<file path="config.mk">
export PLATFORM = sky130hd
export DESIGN_NAME = arilla_bus_arbiter
export DESIGN_NICKNAME = d
export VERILOG_FILES = /design/src/rtl/arilla_bus_pkg.sv /design/src/rtl/arilla_bus_rr_picker.sv /design/src/rtl/arilla_bus_arbiter.sv
export SDC_FILE = /design/constraint.sdc
export NUM_CORES = 1
export LEC_CHECK = 0
export CAP_MARGIN = 20
export CORE_AREA = 2 2 109 111
export DETAILED_ROUTE_END_ITERATION = 8
export DIE_AREA = 0 0 111 113
export PLACE_DENSITY = 0.61
export RECOVER_POWER = 50
export SETUP_SLACK_MARGIN = 0.1
export SYNTH_ARGS = -nofsm -noshare
export SYNTH_HDL_FRONTEND = slang
export SYNTH_SLANG_ARGS = --single-unit
</file>
<file path="constraint.sdc">
create_clock -name clk -period 2.68 [get_ports clk]
set_input_delay 0.268 -clock clk [delete_from_list [all_inputs] [get_ports clk]]
set_output_delay 0.268 -clock clk [all_outputs]
set_load 0.03 [all_outputs]
</file>
<file path="src/rtl/arilla_bus_pkg.sv">
// Shared types and helpers for the arilla bus arbiter: FSM state encoding,
// round-robin index stepping and wait-counter sizing.
package arilla_bus_pkg;

    typedef enum logic {
        IDLE  = 1'b0,
        OWNED = 1'b1
    } arb_state_t;

    // Next candidate index in round-robin order, wrapping at n.
    function automatic int unsigned rr_next_index(input int unsigned idx, input int unsigned n);
        return (idx + 1 >= n) ? 0 : idx + 1;
    endfunction

    // Wait counter is at least 8 bits and wide enough to hold the timeout value.
    function automatic int unsigned wait_cnt_width(input int unsigned cycles);
        int unsigned w;
        w = $clog2(cycles + 1);
        return (w < 8) ? 8 : w;
    endfunction

endpackage

</file>
<file path="src/rtl/arilla_bus_rr_picker.sv">
// Round-robin priority picker: scans the request vector starting one past the
// last served index and returns a one-hot winner plus a valid flag.
module rr_picker
    import arilla_bus_pkg::*;
#(
    parameter int NumMasters = 2,
    localparam int IdxW = (NumMasters > 1) ? $clog2(NumMasters) : 1
) (
    input  logic [NumMasters-1:0] req,
    input  logic [IdxW-1:0]       last,
    output logic [NumMasters-1:0] grant,
    output logic                  valid
);

    logic [IdxW-1:0] cand;

    always_comb begin
        grant = '0;
        valid = 1'b0;
        cand  = last;
        for (int k = 0; k < NumMasters; k++) begin
            cand = IdxW'(rr_next_index(32'(cand), NumMasters));
            if (!valid && req[cand]) begin
                grant[cand] = 1'b1;
                valid       = 1'b1;
            end
        end
    end

endmodule

</file>
<file path="src/rtl/arilla_bus_arbiter.sv">
// Round-robin arbiter sharing one system bus between NumMasters requesters,
// with a bounded wait for bus_available and a one-cycle arbitration slot.
module arilla_bus_arbiter
    import arilla_bus_pkg::*;
#(
    parameter int NumMasters       = 2,
    parameter int DataWidth        = 32,
    parameter int ByteAddressWidth = 32,
    parameter int ByteSize         = 8,
    parameter int TimeoutCycles    = 255,
    localparam int ByteEnableWidth = DataWidth / ByteSize
) (
    input  logic                                  clk,
    input  logic                                  rst_n,
    input  logic [NumMasters*ByteAddressWidth-1:0] m_address,
    input  logic [NumMasters-1:0]                 m_read,
    input  logic [NumMasters-1:0]                 m_write,
    input  logic [NumMasters*DataWidth-1:0]       m_data_out,
    input  logic [NumMasters*ByteEnableWidth-1:0] m_byteenable,
    output logic [NumMasters-1:0]                 m_grant,
    output logic [NumMasters-1:0]                 m_done,
    output logic [NumMasters-1:0]                 m_error,
    output logic [DataWidth-1:0]                  m_data_in,
    output logic [ByteAddressWidth-1:0]           bus_address,
    output logic                                  bus_read,
    output logic                                  bus_write,
    output logic [DataWidth-1:0]                  bus_data_out,
    output logic [ByteEnableWidth-1:0]            bus_byteenable,
    input  logic [DataWidth-1:0]                  bus_data_in,
    input  logic                                  bus_available,
    output arb_state_t                            dbg_state
);

    // Handshake: a master holds m_read/m_write (and its address/data) until it
    // sees m_done or m_error; bus_available high with a bus strobe high means
    // the slave accepts and completes the transfer in that same cycle.

    localparam int IdxW = (NumMasters > 1) ? $clog2(NumMasters) : 1;
    localparam int CntW = wait_cnt_width(TimeoutCycles);
    localparam logic [IdxW-1:0] LastReset = IdxW'(NumMasters - 1);
    localparam logic [CntW-1:0] CntLimit  = CntW'(TimeoutCycles);

    arb_state_t             state;
    logic [IdxW-1:0]        last_served;
    logic [IdxW-1:0]        grant_idx;
    logic [CntW-1:0]        wait_cnt;

    logic [NumMasters-1:0]  req_vec;
    logic [NumMasters-1:0]  pick_grant;
    logic                   pick_valid;
    logic [IdxW-1:0]        pick_idx;

    logic                   owned;
    logic                   g_read;
    logic                   g_write;
    logic                   g_active;
    logic                   complete;
    logic                   timed_out;
    logic                   release_bus;

    assign req_vec = m_read | m_write;

    rr_picker #(
        .NumMasters(NumMasters)
    ) u_picker (
        .req  (req_vec),
        .last (last_served),
        .grant(pick_grant),
        .valid(pick_valid)
    );

    always_comb begin
        pick_idx = '0;
        for (int i = 0; i < NumMasters; i++) begin
            if (pick_grant[i]) pick_idx = IdxW'(i);
        end
    end

    assign owned    = (state == OWNED);
    assign g_read   = owned & (|(m_read & m_grant));
    assign g_write  = owned & (|(m_write & m_grant));
    assign g_active = g_read | g_write;

    // Completion takes priority over a timeout landing in the same cycle.
    assign complete    = g_active & bus_available;
    assign timed_out   = g_active & ~bus_available & (wait_cnt == CntLimit);
    assign release_bus = owned & (~g_active | complete | timed_out);

    always_comb begin
        bus_address    = '0;
        bus_data_out   = '0;
        bus_byteenable = '0;
        for (int i = 0; i < NumMasters; i++) begin
            if (owned && m_grant[i]) begin
                bus_address    = m_address[i*ByteAddressWidth +: ByteAddressWidth];
                bus_data_out   = m_data_out[i*DataWidth +: DataWidth];
                bus_byteenable = m_byteenable[i*ByteEnableWidth +: ByteEnableWidth];
            end
        end
    end

    // Simultaneous read and write from one master is resolved as a read.
    assign bus_read  = g_read & ~timed_out;
    assign bus_write = g_write & ~g_read & ~timed_out;

    assign m_done    = complete ? m_grant : '0;
    assign m_error   = timed_out ? m_grant : '0;
    assign m_data_in = complete ? bus_data_in : '0;
    assign dbg_state = state;

    always_ff @(posedge clk or negedge rst_n) begin
        if (!rst_n) begin
            state       <= IDLE;
            m_grant     <= '0;
            grant_idx   <= '0;
            last_served <= LastReset;
            wait_cnt    <= '0;
        end else begin
            case (state)
                IDLE: begin
                    if (pick_valid) begin
                        state     <= OWNED;
                        m_grant   <= pick_grant;
                        grant_idx <= pick_idx;
                        wait_cnt  <= '0;
                    end
                end
                OWNED: begin
                    if (release_bus) begin
                        state       <= IDLE;
                        m_grant     <= '0;
                        last_served <= grant_idx;
                    end else if (!bus_available) begin
                        wait_cnt <= wait_cnt + CntW'(1);
                    end
                end
                default: begin
                    state   <= IDLE;
                    m_grant <= '0;
                end
            endcase
        end
    end

endmodule

</file>
==> summary.txt, run 1 <==
Status
  • Status: finished clean

Placed design
  • HPWL after DPL: just over 9 mm
  • Routability Congestion: 0.856
  • I/O Buffers: ~280

Timing
  • Final setup vio count: 0
  • Final period util: about 92%
  • Fmax achieved: between 400 and 500 MHz
  • RSZ-0062 raised after global routing: no
  • Rel. slew slack: between 50% and 60%
  • Final hold vios: 0
  • Layout Skew: 0.00298 ns
  • Fin Setup TNS: 0 ns
  • Max-slew violations: 0
  • Minimum clock period: 2.47 ns
  • Measured slew at the worst slew-check pin: between 0.6 and 0.7 ns

Synthesis
  • Seq/Total Area, Yosys: roughly a fifth
  • Post-Syn Area: ~0.0017 sq mm
  • Synth Flop Type: dfrtp_1
  • Avg Cell Area, Syn: ~7.9 sq um
  • Post-synth EDFFs: 0
  • Yosys top cell by area: a22o_1
  • Asr flop ratio synth: between 90% and 100%
  • Synth warn: 0
  • Syn_nets: around 390
  • Synth top area share: approximately 38%
  • Unique cell type count in the Yosys netlist: 37
  • Synth top area cells: a22o_1 (38%), dfrtp_1 (18%), and2_1 (13%)
  • Post-Synthesis Cells: about 210
  • Synthesized flop and latch total: 13

Critical path
  • CP max FO: 14
  • Type of origin of the critical path: flop
  • Worst R2R Setup Slack: 0.75 ns
  • Crit-path slowest cell: clkdlybuf4s50_1
  • WP data required: between 2 and 2.5 ns
  • Worst path max stage delay: ~0.68 ns
  • Worst EP arrival: around 2.2 ns
  • WS Path Type: flop to output port
  • Crit. End Element: output port
  • R2R depth: 5
  • CP cell instances: inv_1 -> nor3_2 -> buf_4 -> a22o_1 -> clkdlybuf4s50_1

Clock tree
  • Later-pin clock latency in the skew report: approximately 0.24 ns
  • Num CTS Buffers: 3
  • H-tree Lvls: 1
  • Max Root-Sink Buffers: 2
  • Post CTS Setup Buffer Count: 0
  • Worst-path clk slew: around 0.05 ns
  • Root Buffer: clkbuf_16
  • CTS Sinks: 13
  • CTS tree: done

Global route
  • First-pass GRT wire length: 16.2 mm
  • Initial antenna violation count: 0
  • GRT Resource Usage Total: approximately 16%
  • Number of global-route vias before repair: 2807
  • Grt ovf: 0
  • Largest net degree at the start of global routing: 49

Cells and area
  • Layout net count: roughly 670
  • Share of cells above drive strength 1: about 22%
  • Footprint of the multi-input gates: about 0.0012 sq mm
  • # diodes: 0
  • Commonest non-fill, non-tap cell in the layout: clkdlybuf4s50_1
  • Fill cells: approximately 1200
  • Fin util: about 40%
  • Reg area: 328 sq um
  • Commonest cells after routing, fill and taps aside: clkdlybuf4s50_1 (182), buf_4 (84), a22o_1 (72), and2_1 (21), and2_0 (14)
  • Area grow syn2layout: 170%

Floorplanning
  • CORE AREA: 0.0113 sq mm
  • Overall die height: between 100 and 150 microns
  • Top-Level Pins: 284
  • Initial Util: approximately 15%
  • Cell Rows: 39
  • Die area: roughly 0.013 sq mm
  • Die Span X: 111 microns

Drt
  • Final ANT Viol Nets: 0
  • Vias per cell: between 4 and 5
  • Residual DRC: 0
  • Vias: 2863
  • Drt first-iter violations: ~110
  • WL final: 10.8 mm
  • TritonRoute pass-1 iters: 4
  • Routed WL per cell: around 17 microns

Min path
  • Hold Path Depth: 1
  • Hold Path Class: flop to flop

Pwr
  • Pint: about 1.6 mW
  • Clock share of power: approximately 8.2%
  • Max IR drop VDD: between 0.0003 and 0.0004 V
  • Sequential share of power: 10.1%
  • Switching Share: between 50% and 60%
  • P_leak: 1.95 nW
  • Psw: ~1.8 mW
  • PwrDens: about 770 mW/mm^2
  • Logic gate share of total power: 81.7%

Job
  • # Max-Cap Violations: 0
[path summary, 6_finish.rpt]
check,startpoint,to
max in group asynchronous,rst_n,dbg_state$_DFF_PN0_
worst max-delay path,dbg_state$_DFF_PN0_,bus_byteenable[0]
worst max register to register,dbg_state$_DFF_PN0_,wait_cnt[5]$_DFFE_PN0P_
worst min register to register,wait_cnt[4]$_DFFE_PN0P_,wait_cnt[4]$_DFFE_PN0P_
worst min-delay path,wait_cnt[4]$_DFFE_PN0P_,wait_cnt[4]$_DFFE_PN0P_
min in group asynchronous,rst_n,wait_cnt[7]$_DFFE_PN0P_
[through the flow]
step | cells | setup WS, ns | power (mW) | hold WS, ns | cell area, sq um
final | 632 | 0.212 | 3.46 | 0.484 | 4520
after global routing | 632 | 0.0797 | 3.66 | 0.509 | 4520
after CTS | 632 | 0.117 | 3.62 | 0.441 | 4630
after detailed placement | 628 | 0.195 | 3.32 | 0.484 | 4550
after global placement | 628 | 0.227 | 3.30 | 0.478 | 4550
after floorplan | 212 | 0.488 | 2.02 | -0.0276 | 1680
[sequential cells by signal, indices dropped and copies added (netlist names)]
name         count
last_served      1
dbg_state        1
m_grant          2
wait_cnt         8
grant_idx        1
[worst max-delay path: cells and delay by family (launching register included)]
| kind | cells | cell delay [ns] |
|---|---|---|
| AOI/OAI and AO/OA | 1 | 0.16 |
| DFF | 1 | 0.50 |
| buffers and inverters | 3 | 1.09 |
| and+or+nand+nor | 1 | 0.20 |
[power by group through the flow]
| stage | clock network, mW | logic, mW | registers (mW) |
|---|---|---|---|
| 2_1_floorplan | 0 | 1.68 | 0.343 |
| 3_3_place_gp | 0 | 2.95 | 0.350 |
| 3_5_place_dp | 0 | 2.97 | 0.354 |
| 4_1_cts | 0.291 | 2.98 | 0.350 |
| 5_1_grt | 0.300 | 3.00 | 0.361 |
| 6_report | 0.283 | 2.83 | 0.349 |
[cell families (layout without fill, tap and decap cells)]
| group | Yosys count | in the layout | synth area share [%] |
|---|---|---|---|
| AOI/OAI and AO/OA | 98 | 98 | 48.2 |
| and+or+nand+nor | 72 | 72 | 24.6 |
| DFF | 13 | 13 | 19.5 |
| adders and majority gates | 1 | 1 | 0.746 |
| muxes | 1 | 1 | 0.672 |
| buffers and inverters | 27 | 304 | 6.34 |
[layer usage]
metal | up-vias | track usage (%) | wire length, microns
li1 | 1385 | - | -
met1 | 1335 | 20.4 | 4540
met2 | 134 | 28.5 | 5520
met3 | 9 | 2.73 | 666
met4 | 0 | 2.92 | 107
met5 | - | 0 | 0
[cells in the mapped netlist, types with 2 or more instances]
| cell | number |
|---|---|
| a22o_1 | 72 |
| nor2_1 | 8 |
| clkbuf_1 | 17 |
| nand2_1 | 8 |
| o21ai_0 | 7 |
| nor3_1 | 2 |
| a31oi_1 | 3 |
| dfrtp_1 | 12 |
| and4_1 | 2 |
| or4_1 | 3 |
| and2_1 | 36 |
| and3_1 | 2 |
| o311ai_0 | 3 |
| a21oi_1 | 2 |
| nand3_1 | 6 |
| inv_1 | 4 |
| nand4_1 | 2 |
| buf_2 | 4 |
[what timing repair did]
action	4_1_cts	5_1_grt
endpoints found under the hold margin	0	0
hold buffers	0	0
gates resized for setup	1	2
endpoints found under the setup margin	2	26
pin swaps	0	0
[final cells by class]
type,count,area share [%]
inverters,5,0.415
well taps,143,3.96
clock buffers,4,1.74
repair buffers,295,59.1
flip-flops and latches,13,7.25
multi-input cells,172,27.5
Note: power is estimated with default switching activity, not from simulation.
==> run 2, diff against run 1 <==
--- a/config.mk
+++ b/config.mk
@@ -5,10 +5,11 @@
 export SDC_FILE = /design/constraint.sdc
 export NUM_CORES = 1
 export LEC_CHECK = 0
-export CAP_MARGIN = 20
+export CAP_MARGIN = 15
 export CORE_AREA = 2 2 109 111
 export DETAILED_ROUTE_END_ITERATION = 8
 export DIE_AREA = 0 0 111 113
+export GPL_TIMING_DRIVEN = 0
 export PLACE_DENSITY = 0.61
 export RECOVER_POWER = 50
 export SETUP_SLACK_MARGIN = 0.1
==> summary.txt, run 2 (synthesized netlist as in run 1, its figures left out) <==
Status
  • Status: finished clean (unchanged)

Critical path
  • Reg2Reg Capture Point: wait_cnt[5]$_DFFE_PN0P_ (unchanged)
  • R2R depth: 5 (unchanged)
  • WP data required: 2.41 ns (about the same)
  • Worst EP arrival: 2.21 ns (was 2.20 ns)
  • CP max FO: 10 (was 14)
  • Type of origin of the critical path: flop (unchanged)
  • Crit. End Element: output port (unchanged)
  • Worst r2r src: m_grant[1]$_DFFE_PN0P_ (was dbg_state$_DFF_PN0_)
  • WS Path Type: flop to output port (unchanged)
  • Worst R2R Setup Slack: 0.91 ns (was 0.75 ns)

Floorplanning
  • Top-Level Pins: 284 (unchanged)
  • Die Span X: 111 microns (unchanged)
  • Initial Util: 14.9% (unchanged)
  • CORE AREA: 0.0113 sq mm (unchanged)
  • Cell Rows: 39 (unchanged)
  • Die area: 0.0125 sq mm (unchanged)
  • Overall die height: 113 microns (unchanged)

Clock tree
  • Max Root-Sink Buffers: 2 (unchanged)
  • CTS tree: done (unchanged)
  • Num CTS Buffers: 3 (unchanged)
  • CTS Sinks: 13 (unchanged)
  • Later-pin clock latency in the skew report: 0.24 ns (about the same)
  • Worst-path clk slew: 0.05 ns (about the same)
  • H-tree Lvls: 1 (unchanged)
  • Hold buffer count at CTS: 0 (unchanged)
  • Root Buffer: clkbuf_16 (unchanged)

Global route
  • Number of global-route vias before repair: 2887 (was 2807)
  • Initial antenna violation count: 1 (was 0)
  • GRT Resource Usage Total: 16.6% (was 15.9%)
  • First-pass GRT wire length: 16.7 mm (was 16.2 mm)
  • Largest net degree at the start of global routing: 14 (was 49)
  • Grt ovf: 0 (unchanged)

Drt
  • Vias per cell: 4.50 (was 4.53)
  • TritonRoute pass-1 iters: 4 (unchanged)
  • Final ANT Viol Nets: 0 (unchanged)
  • Residual DRC: 0 (unchanged)
  • Routed WL per cell: 17.6 microns (was 17.1 microns)
  • Vias: 2904 (was 2863)
  • WL final: 11.3 mm (was 10.8 mm)
  • Drt first-iter violations: 113 (was 109)

Cells and area
  • Share of cells above drive strength 1: 6.19% (was 21.9%)
  • Largest register FFs: 8 (unchanged)
  • Finished Layout Cells: 645 (was 632)
  • Commonest non-fill, non-tap cell in the layout: clkdlybuf4s50_1 (unchanged)
  • Top Registers: wait_cnt: 8 flops, m_grant: 2 flops (unchanged)
  • Area grow syn2layout: 179% (was 170%)
  • Fin util: 41.5% (was 40.1%)
  • Commonest cells after routing, fill and taps aside: clkdlybuf4s50_1 (188), dlygate4sd2_1 (79), a22o_1 (72), and2_1 (36), clkbuf_2 (15) (was clkdlybuf4s50_1 (182), buf_4 (84), a22o_1 (72), and2_1 (21), and2_0 (14))
  • Top reg by flops: wait_cnt (unchanged)
  • Layout net count: 678 (was 666)

Pwr
  • Switching Share: 53.6% (was 52.6%)
  • PwrDens: 730 mW/mm^2 (was 766 mW/mm^2)
  • Max IR drop VDD: 0.000409 V (was 0.000374 V)
  • Logic gate share of total power: 82.1% (was 81.7%)
  • Pint: 1.58 mW (was 1.64 mW)
  • P_leak: 2.19 nW (was 1.95 nW)
  • Psw: 1.83 mW (was 1.82 mW)
  • Clock share of power: 8.4% (was 8.2%)
  • Sequential share of power: 9.5% (was 10.1%)

Timing
  • Final hold vios: 0 (unchanged)
  • Final setup vio count: 0 (unchanged)
  • RSZ-0062 raised after global routing: yes (was no)
  • Measured slew at the worst slew-check pin: 0.629 ns (about the same)
  • Rel. slew slack: 57.9% (about the same)
  • Final period util: 92.6% (was 92.1%)
  • Fmax achieved: 403 MHz (was 405 MHz)
  • Max-slew violations: 0 (unchanged)
  • Layout Skew: 0.00402 ns (was 0.00298 ns)
  • Minimum clock period: 2.48 ns (was 2.47 ns)

Placed design
  • Placed cells: 638 (was 628)
  • HPWL after DPL: 9.68 mm (was 9.15 mm)
  • I/O Buffers: 283 (unchanged)
  • Routability Congestion: 0.820 (was 0.856)

Min path
  • Hold Path Class: primary input to asynchronous set/reset pin (was flop to flop)

Job
  • # Max-Cap Violations: 0 (unchanged)
## run 2: cell types whose count changed in the layout (fill, tap and decap cells not counted), moves of 2 or more
cell             change
and2_1              +15
clkbuf_2             +6
dlygate4sd2_1       +79
clkdlybuf4s15_1      +2
buf_12               -4
clkbuf_1             +2
buf_2                +5
clkdlybuf4s50_1      +6
buf_4               -84
and2_0              -14
## run 2: critical path, cell delays in order, from the launching register on
cell	delay, ns
dfrtp_1	0.43
inv_1	0.12
nor3_4	0.25
clkbuf_2	0.21
clkbuf_1	0.33
a22o_1	0.22
dlygate4sd2_1	0.41
## run 2: how the worst max path moves through the flow
stage	from	to	cells after the start
3_5_place_dp	dbg_state$_DFF_PN0_	bus_address[15]	6
4_1_cts	m_read[0]	bus_write	7
2_1_floorplan	m_grant[1]$_DFFE_PN0P_	m_error[0]	4
5_1_grt	m_grant[0]$_DFFE_PN0P_	bus_address[28]	6
3_3_place_gp	dbg_state$_DFF_PN0_	bus_address[15]	6
6_report	m_grant[0]$_DFFE_PN0P_	bus_address[28]	6
## run 2: layout make-up
cell class / instances / area (sq um)
Antenna cell: 1 / 2.50
Buffer: 22 / 103
Clock buffer: 4 / 78.8
Fill cell: 1171 / 6600
Inverter: 5 / 18.8
Multi-Input combinational cell: 172 / 1270
Sequential cell: 13 / 328
Tap cell: 143 / 179
Timing Repair Buffer: 285 / 2690
## run 2: through the flow
stage	total power, mW	instance area (sq um)	hold WS (ns)	setup WS, ns	setup TNS [ns]
after floorplan	2.02	1680	-0.0276	0.488	0
after global placement	3.37	4690	0.478	-0.562	-38.35
after detailed placement	3.38	4690	0.482	-0.599	-38.03
after CTS	3.49	4710	0.443	0.0914	0
after global routing	3.61	4670	0.519	0.0446	0
final	3.41	4680	0.483	0.199	0
## run 2: metal layers
| layer | vias up | part of all wire, % | GRT usage (%) |
|---|---|---|---|
| met5 | - | 0 | 0 |
| met4 | 0 | 1.1 | 4.25 |
| met3 | 10 | 7.3 | 3.11 |
| met2 | 154 | 53 | 31.0 |
| met1 | 1328 | 39 | 19.4 |
| li1 | 1412 | - | - |
## run 2: power groups by stage
stage               clock [mW]  sequential, mW  combinational (mW)
floorplan                    0           0.343                1.68
global placement             0           0.320                3.05
detailed placement           0           0.322                3.06
CTS                      0.290           0.323                2.87
global route             0.302           0.330                2.97
finish                   0.287           0.324                2.80
## run 2: what timing repair did
item,CTS,global route
gates resized for setup,102,19
endpoints found under the hold margin,0,0
buffers inserted,1,0
endpoints found under the setup margin,106,25
pin swaps,1,0
